`config.mk`:
```
export PLATFORM = sky130hd
export DESIGN_NAME = clock_time_counter
export DESIGN_NICKNAME = d
export VERILOG_FILES = /design/src/rtl/clock_time_counter.sv
export SDC_FILE = /design/constraint.sdc
export NUM_CORES = 1
export LEC_CHECK = 0
export CAP_MARGIN = 20
export CORE_ASPECT_RATIO = 1.25
export CORE_MARGIN = 2
export CORE_UTILIZATION = 47
export CTS_CLUSTER_DIAMETER = 30
export DETAILED_ROUTE_END_ITERATION = 16
export HOLD_SLACK_MARGIN = 0.03
export PLACE_DENSITY = 0.91
export SLEW_MARGIN = 0
export SYNTH_ARGS = -nofsm -noshare
export SYNTH_HDL_FRONTEND = slang
export SYNTH_SLANG_ARGS = --single-unit
```
`constraint.sdc`:
```
create_clock -name clk_in -period 4.3 [get_ports clk_in]
set_input_delay 0.86 -clock clk_in [delete_from_list [all_inputs] [get_ports clk_in]]
set_output_delay 0.86 -clock clk_in [all_outputs]
set_load 0.02 [all_outputs]
```
`src/rtl/clock_time_counter.sv`:
```
`timescale 1ns/1ps
// ============================================================================
// clock_time_counter
//
// BCD hours/minutes/seconds time-of-day counter for the digital clock.
// It advances 00:00:00 -> 23:59:59 -> 00:00:00 on each tick_en pulse while
// run is high. It also supports a synchronous time load and an optional alarm
// comparator.
//
// Optional feature macro: CLOCK_ALARM_EN
//   defined   : the alarm register and comparator are built, and alarm_hit
//               strobes when a tick lands on alarm_hh:alarm_mm:00 while
//               alarm_on is high.
//   undefined : the alarm inputs are ignored, alarm_hit is tied low, and no
//               alarm flops exist.
//
// Parameters
//   RST_HH/RST_MM/RST_SS : BCD time loaded by reset (must be legal values).
//
// Ports
//   clk_in     in   system clock (same domain as the 1 Hz divider)
//   rst_n      in   asynchronous active-low reset
//   tick_en    in   1 Hz single-cycle enable; may be held high to count
//                   once per cycle
//   run        in   1 = count on ticks, 0 = hold (ticks are dropped)
//   load       in   single-cycle request to load set_hh/set_mm/set_ss
//   set_hh/mm/ss in 8-bit BCD load values {tens, ones}
//   alarm_set  in   latch alarm_hh/alarm_mm (invalid BCD silently ignored)
//   alarm_hh/mm in  8-bit BCD alarm time
//   alarm_on   in   alarm arm switch
//   hh/mm/ss   out  registered BCD time
//   min_pulse  out  1 cycle, coincides with the update where ss wraps 59->00
//   day_pulse  out  1 cycle, coincides with the update 23:59:59->00:00:00
//   load_err   out  1 cycle, a load was rejected (time unchanged)
//   alarm_hit  out  1 cycle alarm strobe
//
// Interface protocol: there is no valid/ready handshake. load, alarm_set and
// tick_en are fire-and-forget strobes sampled on every rising clk_in edge.
// Their effect is visible on the outputs right after that edge. Per-cycle
// priority is reset > load > (tick_en & run). A load, whether accepted or
// rejected, discards a coincident tick. The dropped tick is not deferred.
// ============================================================================
module clock_time_counter #(
    parameter logic [7:0] RST_HH = 8'h00,
    parameter logic [7:0] RST_MM = 8'h00,
    parameter logic [7:0] RST_SS = 8'h00
) (
    input  logic       clk_in,
    input  logic       rst_n,
    input  logic       tick_en,
    input  logic       run,
    input  logic       load,
    input  logic [7:0] set_hh,
    input  logic [7:0] set_mm,
    input  logic [7:0] set_ss,
    input  logic       alarm_set,
    input  logic [7:0] alarm_hh,
    input  logic [7:0] alarm_mm,
    input  logic       alarm_on,
    output logic [7:0] hh,
    output logic [7:0] mm,
    output logic [7:0] ss,
    output logic       min_pulse,
    output logic       day_pulse,
    output logic       load_err,
    output logic       alarm_hit
);

    // ------------------------------------------------------------------------
    // BCD helpers
    // ------------------------------------------------------------------------
    function automatic logic bcd_ok(input logic [7:0] v);
        bcd_ok = (v[7:4] <= 4'd9) && (v[3:0] <= 4'd9);
    endfunction

    // When both nibbles are <= 9, a plain binary compare against a BCD
    // constant orders the values correctly.
    function automatic logic sexa_ok(input logic [7:0] v);
        sexa_ok = bcd_ok(v) && (v <= 8'h59);
    endfunction

    function automatic logic hour_ok(input logic [7:0] v);
        hour_ok = bcd_ok(v) && (v <= 8'h23);
    endfunction

    // Increment modulo 60 in BCD: 59 -> 00.
    function automatic logic [7:0] inc_sexa(input logic [7:0] v);
        logic [7:0] r;
        if (v[3:0] == 4'd9) begin
            if (v[7:4] == 4'd5) r = 8'h00;
            else                r = {v[7:4] + 4'd1, 4'd0};
        end else begin
            r = {v[7:4], v[3:0] + 4'd1};
        end
        inc_sexa = r;
    endfunction

    // Increment modulo 24 in BCD. The 23 -> 00 rule is checked before the
    // ones-digit rollover, because 09 -> 10 and 19 -> 20 are ordinary carries.
    function automatic logic [7:0] inc_hour(input logic [7:0] v);
        logic [7:0] r;
        if (v == 8'h23)           r = 8'h00;
        else if (v[3:0] == 4'd9)  r = {v[7:4] + 4'd1, 4'd0};
        else                      r = {v[7:4], v[3:0] + 4'd1};
        inc_hour = r;
    endfunction

    // ------------------------------------------------------------------------
    // Time registers
    // ------------------------------------------------------------------------
    logic [7:0] hh_r, mm_r, ss_r;
    logic       min_pulse_r, day_pulse_r, load_err_r;

    // Combinational next-time with a carry that ripples through all six
    // digits within one increment.
    logic [7:0] ss_next, mm_next, hh_next;
    logic       ss_carry, mm_carry, day_wrap;
    logic       load_valid;
    logic       advance;

    always_comb begin
        ss_next  = inc_sexa(ss_r);
        ss_carry = (ss_r == 8'h59);
        mm_next  = mm_r;
        mm_carry = 1'b0;
        hh_next  = hh_r;
        day_wrap = 1'b0;
        if (ss_carry) begin
            mm_next  = inc_sexa(mm_r);
            mm_carry = (mm_r == 8'h59);
        end
        if (mm_carry) begin
            hh_next  = inc_hour(hh_r);
            day_wrap = (hh_r == 8'h23);
        end
    end

    always_comb begin
        load_valid = hour_ok(set_hh) && sexa_ok(set_mm) && sexa_ok(set_ss);
        // A load (accepted or rejected) swallows a coincident tick.
        advance    = tick_en && run && !load;
    end

    always_ff @(posedge clk_in or negedge rst_n) begin
        if (!rst_n) begin
            hh_r        <= RST_HH;
            mm_r        <= RST_MM;
            ss_r        <= RST_SS;
            min_pulse_r <= 1'b0;
            day_pulse_r <= 1'b0;
            load_err_r  <= 1'b0;
        end else begin
            min_pulse_r <= 1'b0;
            day_pulse_r <= 1'b0;
            load_err_r  <= 1'b0;
            if (load) begin
                if (load_valid) begin
                    hh_r <= set_hh;
                    mm_r <= set_mm;
                    ss_r <= set_ss;
                end else begin
                    load_err_r <= 1'b1;
                end
            end else if (advance) begin
                hh_r        <= hh_next;
                mm_r        <= mm_next;
                ss_r        <= ss_next;
                // Registered with the time so the pulse coincides with the
                // newly displayed value.
                min_pulse_r <= ss_carry;
                day_pulse_r <= day_wrap;
            end
        end
    end

    assign hh        = hh_r;
    assign mm        = mm_r;
    assign ss        = ss_r;
    assign min_pulse = min_pulse_r;
    assign day_pulse = day_pulse_r;
    assign load_err  = load_err_r;

    // ------------------------------------------------------------------------
    // Optional alarm
    // ------------------------------------------------------------------------
`ifdef CLOCK_ALARM_EN
    logic [7:0] alarm_hh_r, alarm_mm_r;
    logic       alarm_hit_r;
    logic       alarm_match;

    // Only a tick can fire the alarm. A load that lands on the alarm time
    // does not fire it, because advance is low whenever load is high.
    always_comb begin
        alarm_match = advance && alarm_on &&
                      (hh_next == alarm_hh_r) &&
                      (mm_next == alarm_mm_r) &&
                      (ss_next == 8'h00);
    end

    always_ff @(posedge clk_in or negedge rst_n) begin
        if (!rst_n) begin
            alarm_hh_r  <= 8'h00;
            alarm_mm_r  <= 8'h00;
            alarm_hit_r <= 1'b0;
        end else begin
            alarm_hit_r <= alarm_match;
            if (alarm_set && hour_ok(alarm_hh) && sexa_ok(alarm_mm)) begin
                alarm_hh_r <= alarm_hh;
                alarm_mm_r <= alarm_mm;
            end
        end
    end

    assign alarm_hit = alarm_hit_r;
`else
    // The alarm inputs stay on the port list but do nothing in this build.
    logic unused_alarm;
    assign unused_alarm = ^{alarm_set, alarm_hh, alarm_mm, alarm_on};
    assign alarm_hit    = 1'b0;
`endif

endmodule

```
==> results of run 1 <==
[sequential cells by signal, summed over array words and instances (netlist names)]
register	cells
hh	8
ss	8
mm	8
day_pulse	1
min_pulse	1
load_err	1
[logic make-up after synthesis]
kind of cell             count (synthesis)
multiplexers                             7
adder cells (fa/ha/maj)                  8
flip-flops                              27
AND/OR/NAND/NOR                         89
AO/OA/AOI/OAI                           49
buffers and inverters                   21
XOR/XNOR                                 3
other                                    1
[cell usage after synthesis (3+ instances only)]
library cell,instances
a211oi_1,5
a21oi_1,11
a221o_1,5
buf_2,3
clkbuf_1,3
dfrtp_1,27
ha_1,8
inv_1,11
mux2_2,4
mux2i_1,3
nand2_1,19
nand2b_1,4
nand3_1,7
nand3b_1,7
nor2_1,14
nor2b_1,4
nor3_1,15
o21ai_0,8
[cell type report]
cell class / instances / area, um^2
clock buffer: 4 / 45.0
timing repair buffer: 58 / 573
tap: 40 / 50.0
sequential: 27 / 676
inverter: 12 / 45.0
multi-input combinational: 157 / 1070
fill: 322 / 1300
[per-layer routing]
layer  global-route usage [%]  vias up
li1                         -      865
met1                     25.5      913
met2                     42.8       71
met3                     2.78        7
met4                     10.9        0
met5                        0        -
[through the flow]
stage | instance area (um^2) | std cells | hold slack (ns) | util (%)
detailed placement | 2410 | 294 | 0.576 | 64.3
global route | 2460 | 298 | 0.637 | 65.5
CTS | 2460 | 298 | 0.591 | 65.5
floorplan | 1840 | 205 | 0.564 | -
finish | 2460 | 298 | 0.591 | 65.5
global placement | 2410 | 294 | 0.565 | 64.3
[worst register-to-register path, delay by kind of cell, from the launching register on]
kind | cells | cell delay, ns
flops | 1 | 0.55
simple gates | 2 | 0.96
compound gates | 2 | 0.54
[power groups by stage]
stage | Combinational (uW) | Sequential [uW] | Clock [uW]
final | 183 | 313 | 149
after global routing | 198 | 318 | 162
after CTS | 185 | 311 | 149
after detailed placement | 184 | 315 | 0
after global placement | 179 | 315 | 0
after floorplan | 79.1 | 330 | 0
[worst paths after layout]
kind / from / endpoint / slack [ns] / cells after the start
hold reg to reg: mm[7] / mm[7] / 0.59 / 2
max in group asynchronous: rst_n / day_pulse / 3.09 / 2
hold / removal: mm[7] / mm[7] / 0.59 / 2
setup reg to reg: mm[0] / hh[7] / 2.14 / 4
min in group asynchronous: rst_n / hh[5] / 0.95 / 2
setup / recovery: load / ss[4] / 1.43 / 7
==> impl_results.md, run 1 <==
* Status: complete, no violations
* RePlAce Congestion at 0.878
* Detailed Route Iter0 Violations at 58
* Required @ worst endpoint at 4.47 ns
* Async set or reset register ratio after synthesis at 100%
* Rel. slew slack at 62.8%
* Die width at 60.0 um
* Root buf cell: clkbuf_8
* Clk Latency, worst-skew pair at 0.28 ns
* CP peak stage delay at 0.47 ns
* Core Area at 3750 um^2
* Clk pwr share at 23.1%
* Worst slew pin tran at 0.555 ns
* Synth Area in Adders at 5.44%
* Fin nets at 314
* Comb power frac at 28.4%
* Flop pwr share at 48.5%
* Worst hold path type: reg -> reg
* TritonCTS clock tree: built
* WL met1 at 1900 um
* Routed via count at 1856
* Antenna viol nets, final at 0
* Post-synth EDFFs at 0
* Crit path top cell by count: buf_4
* Final Power at 645 uW
* Net Sw Power at 205 uW
* Synth Net Count at 260
* Top sig layer: met4
* Fin. Hold Viols at 0
* # DRC at 0
* Largest net degree at the start of global routing at 29
* Setup tns final at 0 ns
* Post-synth top area share at 36.7%
* Clock Skew at 0.00360 ns
* CP Max Fanout at 28
* Critical path cell sequence: clkdlybuf4s50_1 -> buf_4 -> inv_1 -> nor4_4 -> buf_4 -> nor2_1 -> a221o_1
* Post-CTS Setup Bufs at 0
* Post-CTS sizing at 0
* Full die area at 4430 um^2
* DR pass1 iterations at 4
* Global route total overflow at 0
* Synth unique cells at 55
* Flops & latches, synth at 27
* Deepest clock path buffer count at 2
* DP Worst Slack at 1.16 ns
* Number of H-tree levels at 1
* Setup violators final at 0
* Most common cell after layout, fill and taps aside: clkdlybuf4s50_1
* Main combinational cell family by area after synthesis: simple AND/OR/NAND/NOR gates
* Worst-path clk slew at 0.09 ns
* Max_cap viols at 0
* Number of top-level pins at 75
* Mux cell area share after synthesis at 4.08%
* Die Ht at 73.9 um
* Port Buffers at 55
* Number of vias per cell at 6.23
* Worst setup margin at 1.43 ns
* HPWL after detailed placement at 3530 um
* Vias in the first global route at 1871
* Post-synth top flop: dfrtp_1
* GRT Util Overall at 23.0%
* Cells after synthesis at 205
* Internal power at 440 uW
* Layout cell share with drive strength beyond 1 at 6.59%
* YS warnings at 0
* Synth top area cells: dfrtp_1 37%, ha_1 5.4%, nor3_1 4.1%
* Max Transition Viols Final at 0
* Critical Path AT at 3.04 ns
* Commonest cells after routing, fill and taps aside: 55 x clkdlybuf4s50_1, 27 x dfrtp_1, 19 x nand2_1
* Rows at 25
* CP startpoint kind: input port
* P per Cell Area at 263 nW/um^2
* Routed wl met2 at 2560 um
* Initial antenna violation count at 0
* Slowest-stage cell, CP: clkdlybuf4s50_1
* Wire per inst at 16.1 um
* Avg Synthesized Cell Area at 8.97 um^2
* First-pass GRT wire length at 7930 um
* Xor and xnor fraction of the mapped netlist area at 1.43%
* Critical path type: in -> reg
* Post-Synth Simple-Gate Area at 28.2%
* Final period util at 66.8%
* Post-synthesis compound-gate area fraction at 18.8%
* Crit path time final at 2.87 ns
* Crit path capture type: register
* CTS Buf Count at 3
* Area grow syn2layout at 33.6%
* Crit path buf inv count at 4
* Post-Syn Area at 1840 um^2
* Maximum resistive drop on vdd at 162 uV
* P_leak at 0.00102 uW
* Final wirelength at 4780 um
* Met3 routed WL at 257 um
* RSZ-0062 raised after global routing: no
* Antenna cell count at 0
* Sequential area share after synthesis at 36.7%
* Starting density of the core at 49.0%
* Cell family with most CP delay: buffers and inverters
* CTS Sinks at 27
* Sw frac at 31.7%
* Fmax at 0.348 GHz
* Area leader, netlist: dfrtp_1
* CTS hold repair buffers at 0
Note: power is estimated with default switching activity, not from simulation.
==> run 2, diff against run 1 <==
--- a/config.mk
+++ b/config.mk
@@ -8,11 +8,11 @@
 export CAP_MARGIN = 20
 export CORE_ASPECT_RATIO = 1.25
 export CORE_MARGIN = 2
-export CORE_UTILIZATION = 47
+export CORE_UTILIZATION = 39
 export CTS_CLUSTER_DIAMETER = 30
 export DETAILED_ROUTE_END_ITERATION = 16
 export HOLD_SLACK_MARGIN = 0.03
-export PLACE_DENSITY = 0.91
+export PLACE_DENSITY = 0.82
 export SLEW_MARGIN = 0
 export SYNTH_ARGS = -nofsm -noshare
 export SYNTH_HDL_FRONTEND = slang
==> constraint.sdc (replaced) <==
create_clock -name clk_in -period 2.3 [get_ports clk_in]
set_input_delay 0.46 -clock clk_in [delete_from_list [all_inputs] [get_ports clk_in]]
set_output_delay 0.46 -clock clk_in [all_outputs]
set_load 0.02 [all_outputs]
==> impl_results.md, run 2 (same netlist as run 1, synthesis figures left out) <==
* Status: complete, no violations
* Die Ht at 80.8 um
* Maximum resistive drop on vdd at 366 uV
* Final Power at 1230 uW
* Max Transition Viols Final at 0
* Max_cap viols at 0
* Number of top-level pins at 75
* Crit path capture type: register
* DR pass1 iterations at 4
* Initial antenna violation count at 0
* Reg-to-reg endpoint: hh[2]
* Post-CTS Setup Bufs at 0
* Crit path time final at 2.10 ns
* CP startpoint kind: input port
* # DRC at 0
* Net Sw Power at 383 uW
* HPWL after detailed placement at 3810 um
* Final period util at 91.1%
* Setup tns final at 0 ns
* Fmax at 0.477 GHz
* CTS Buf Count at 3
* Commonest cells after routing, fill and taps aside: 55 x clkdlybuf4s50_1, 27 x dfrtp_1, 25 x buf_4
* Global route total overflow at 0
* Layout cell share with drive strength beyond 1 at 14.2%
* Deepest clock path buffer count at 2
* Clk Latency, worst-skew pair at 0.27 ns
* CTS Sinks at 27
* Worst-path clk slew at 0.09 ns
* Worst hold path type: in -> async
* Most common cell after layout, fill and taps aside: clkdlybuf4s50_1
* Rows at 27
* Fin nets at 337
* Setup violators final at 0
* P per Cell Area at 462 nW/um^2
* Final wirelength at 4900 um
* DP Area at 2620 um^2
* Sw frac at 31.1%
* Clk pwr share at 22.1%
* Die width at 65.4 um
* Critical path type: in -> reg
* # fillers at 401
* TritonCTS clock tree: built
* Comb power frac at 32.1%
* Wire per inst at 14.5 um
* CTS hold repair buffers at 0
* Critical path cell sequence: clkdlybuf4s50_1 -> nor4_1 -> nand2_1 -> nor4_4 -> buf_4 -> nor2_1 -> a221o_1
* Core Area at 4460 um^2
* Required @ worst endpoint at 2.46 ns
* CP peak stage delay at 0.40 ns
* First-pass GRT wire length at 8160 um
* Fin cells at 339
* Hold_ws at 0.554 ns
* Detailed Route Iter0 Violations at 120
* R2r startpoint: hh[0]
* Antenna cell count at 0
* Dpl cells at 335
* Routed via count at 1871
* Internal power at 848 uW
* Slowest-stage cell, CP: clkdlybuf4s50_1
* R2R Setup Slk at 0.29 ns
* GRT Util Overall at 19.5%
* CP Max Fanout at 11
* Multi-input logic area at 1070 um^2
* Flop pwr share at 45.8%
* Fin. Hold Viols at 0
* Critical Path AT at 2.26 ns
* Reg2reg path depth at 6
* Vias in the first global route at 1839
* Area grow syn2layout at 44.9%
* Clock Skew at 0.00332 ns
* Final instance area at 2670 um^2
* P_leak at 0.00113 uW
* Number of vias per cell at 5.52
* Largest net degree at the start of global routing at 28
* Port Buffers at 55
* Number of H-tree levels at 1
* Root buf cell: clkbuf_8
* FF/Latch Area at 676 um^2
* Full die area at 5290 um^2
* Antenna viol nets, final at 0
* RSZ-0062 raised after global routing: no
* Starting density of the core at 41.2%
* Post-CTS sizing at 0
* RePlAce Congestion at 0.829
[run 2: changes by cell type in the layout (fill, tap and decap cells not counted)]
cell / delta
buf_12: +1
buf_4: +22
[run 2: worst max-delay path, delay by kind of cell]
kind            cells  cell delay [ns]
simple gates        4             0.86
buf+inv             2             0.63
compound gates      1             0.31
[run 2: power groups by stage]
stage	sequential, uW	clock, uW	combinational, uW
final	564	272	396
after global routing	572	298	426
after CTS	563	278	398
after detailed placement	569	0	396
after global placement	569	0	388
after floorplan	617	0	148
[run 2: through the flow]
| step | worst slack, ns | util (%) |
|---|---|---|
| 6_report | 0.204 | 59.8 |
| 2_1_floorplan | 0.291 | - |
| 5_1_grt | 0.0688 | 59.8 |
| 3_5_place_dp | -0.0918 | 58.8 |
| 4_1_cts | 0.197 | 59.8 |
| 3_3_place_gp | -0.0598 | 58.8 |
[run 2: worst max path at each step]
stage,start,end,slack (ns),depth (start not counted)
floorplan,ss[1],hh[7],0.29,6
global placement,set_hh[7],ss[4],-0.06,7
finish,set_hh[7],ss[4],0.20,7
global route,set_mm[7],mm[6],0.07,7
CTS,set_hh[7],ss[4],0.20,7
detailed placement,set_hh[7],ss[4],-0.09,7
[run 2: metal layers]
metal | vias to the layer above | global-route usage, % | wire length [um]
met4 | 0 | 6.25 | 62
met5 | - | 0 | 0
li1 | 910 | - | -
met2 | 58 | 36.9 | 2660
met1 | 895 | 22.5 | 1960
met3 | 8 | 2.63 | 220
[run 2: cell type report]
class | instances | share of cell area, %
Multi-Input combinational cell | 157 | 40.1
Timing Repair Buffer | 81 | 28.5
Sequential cell | 27 | 25.4
Tap cell | 58 | 2.72
Clock buffer | 4 | 1.69
Inverter | 12 | 1.69
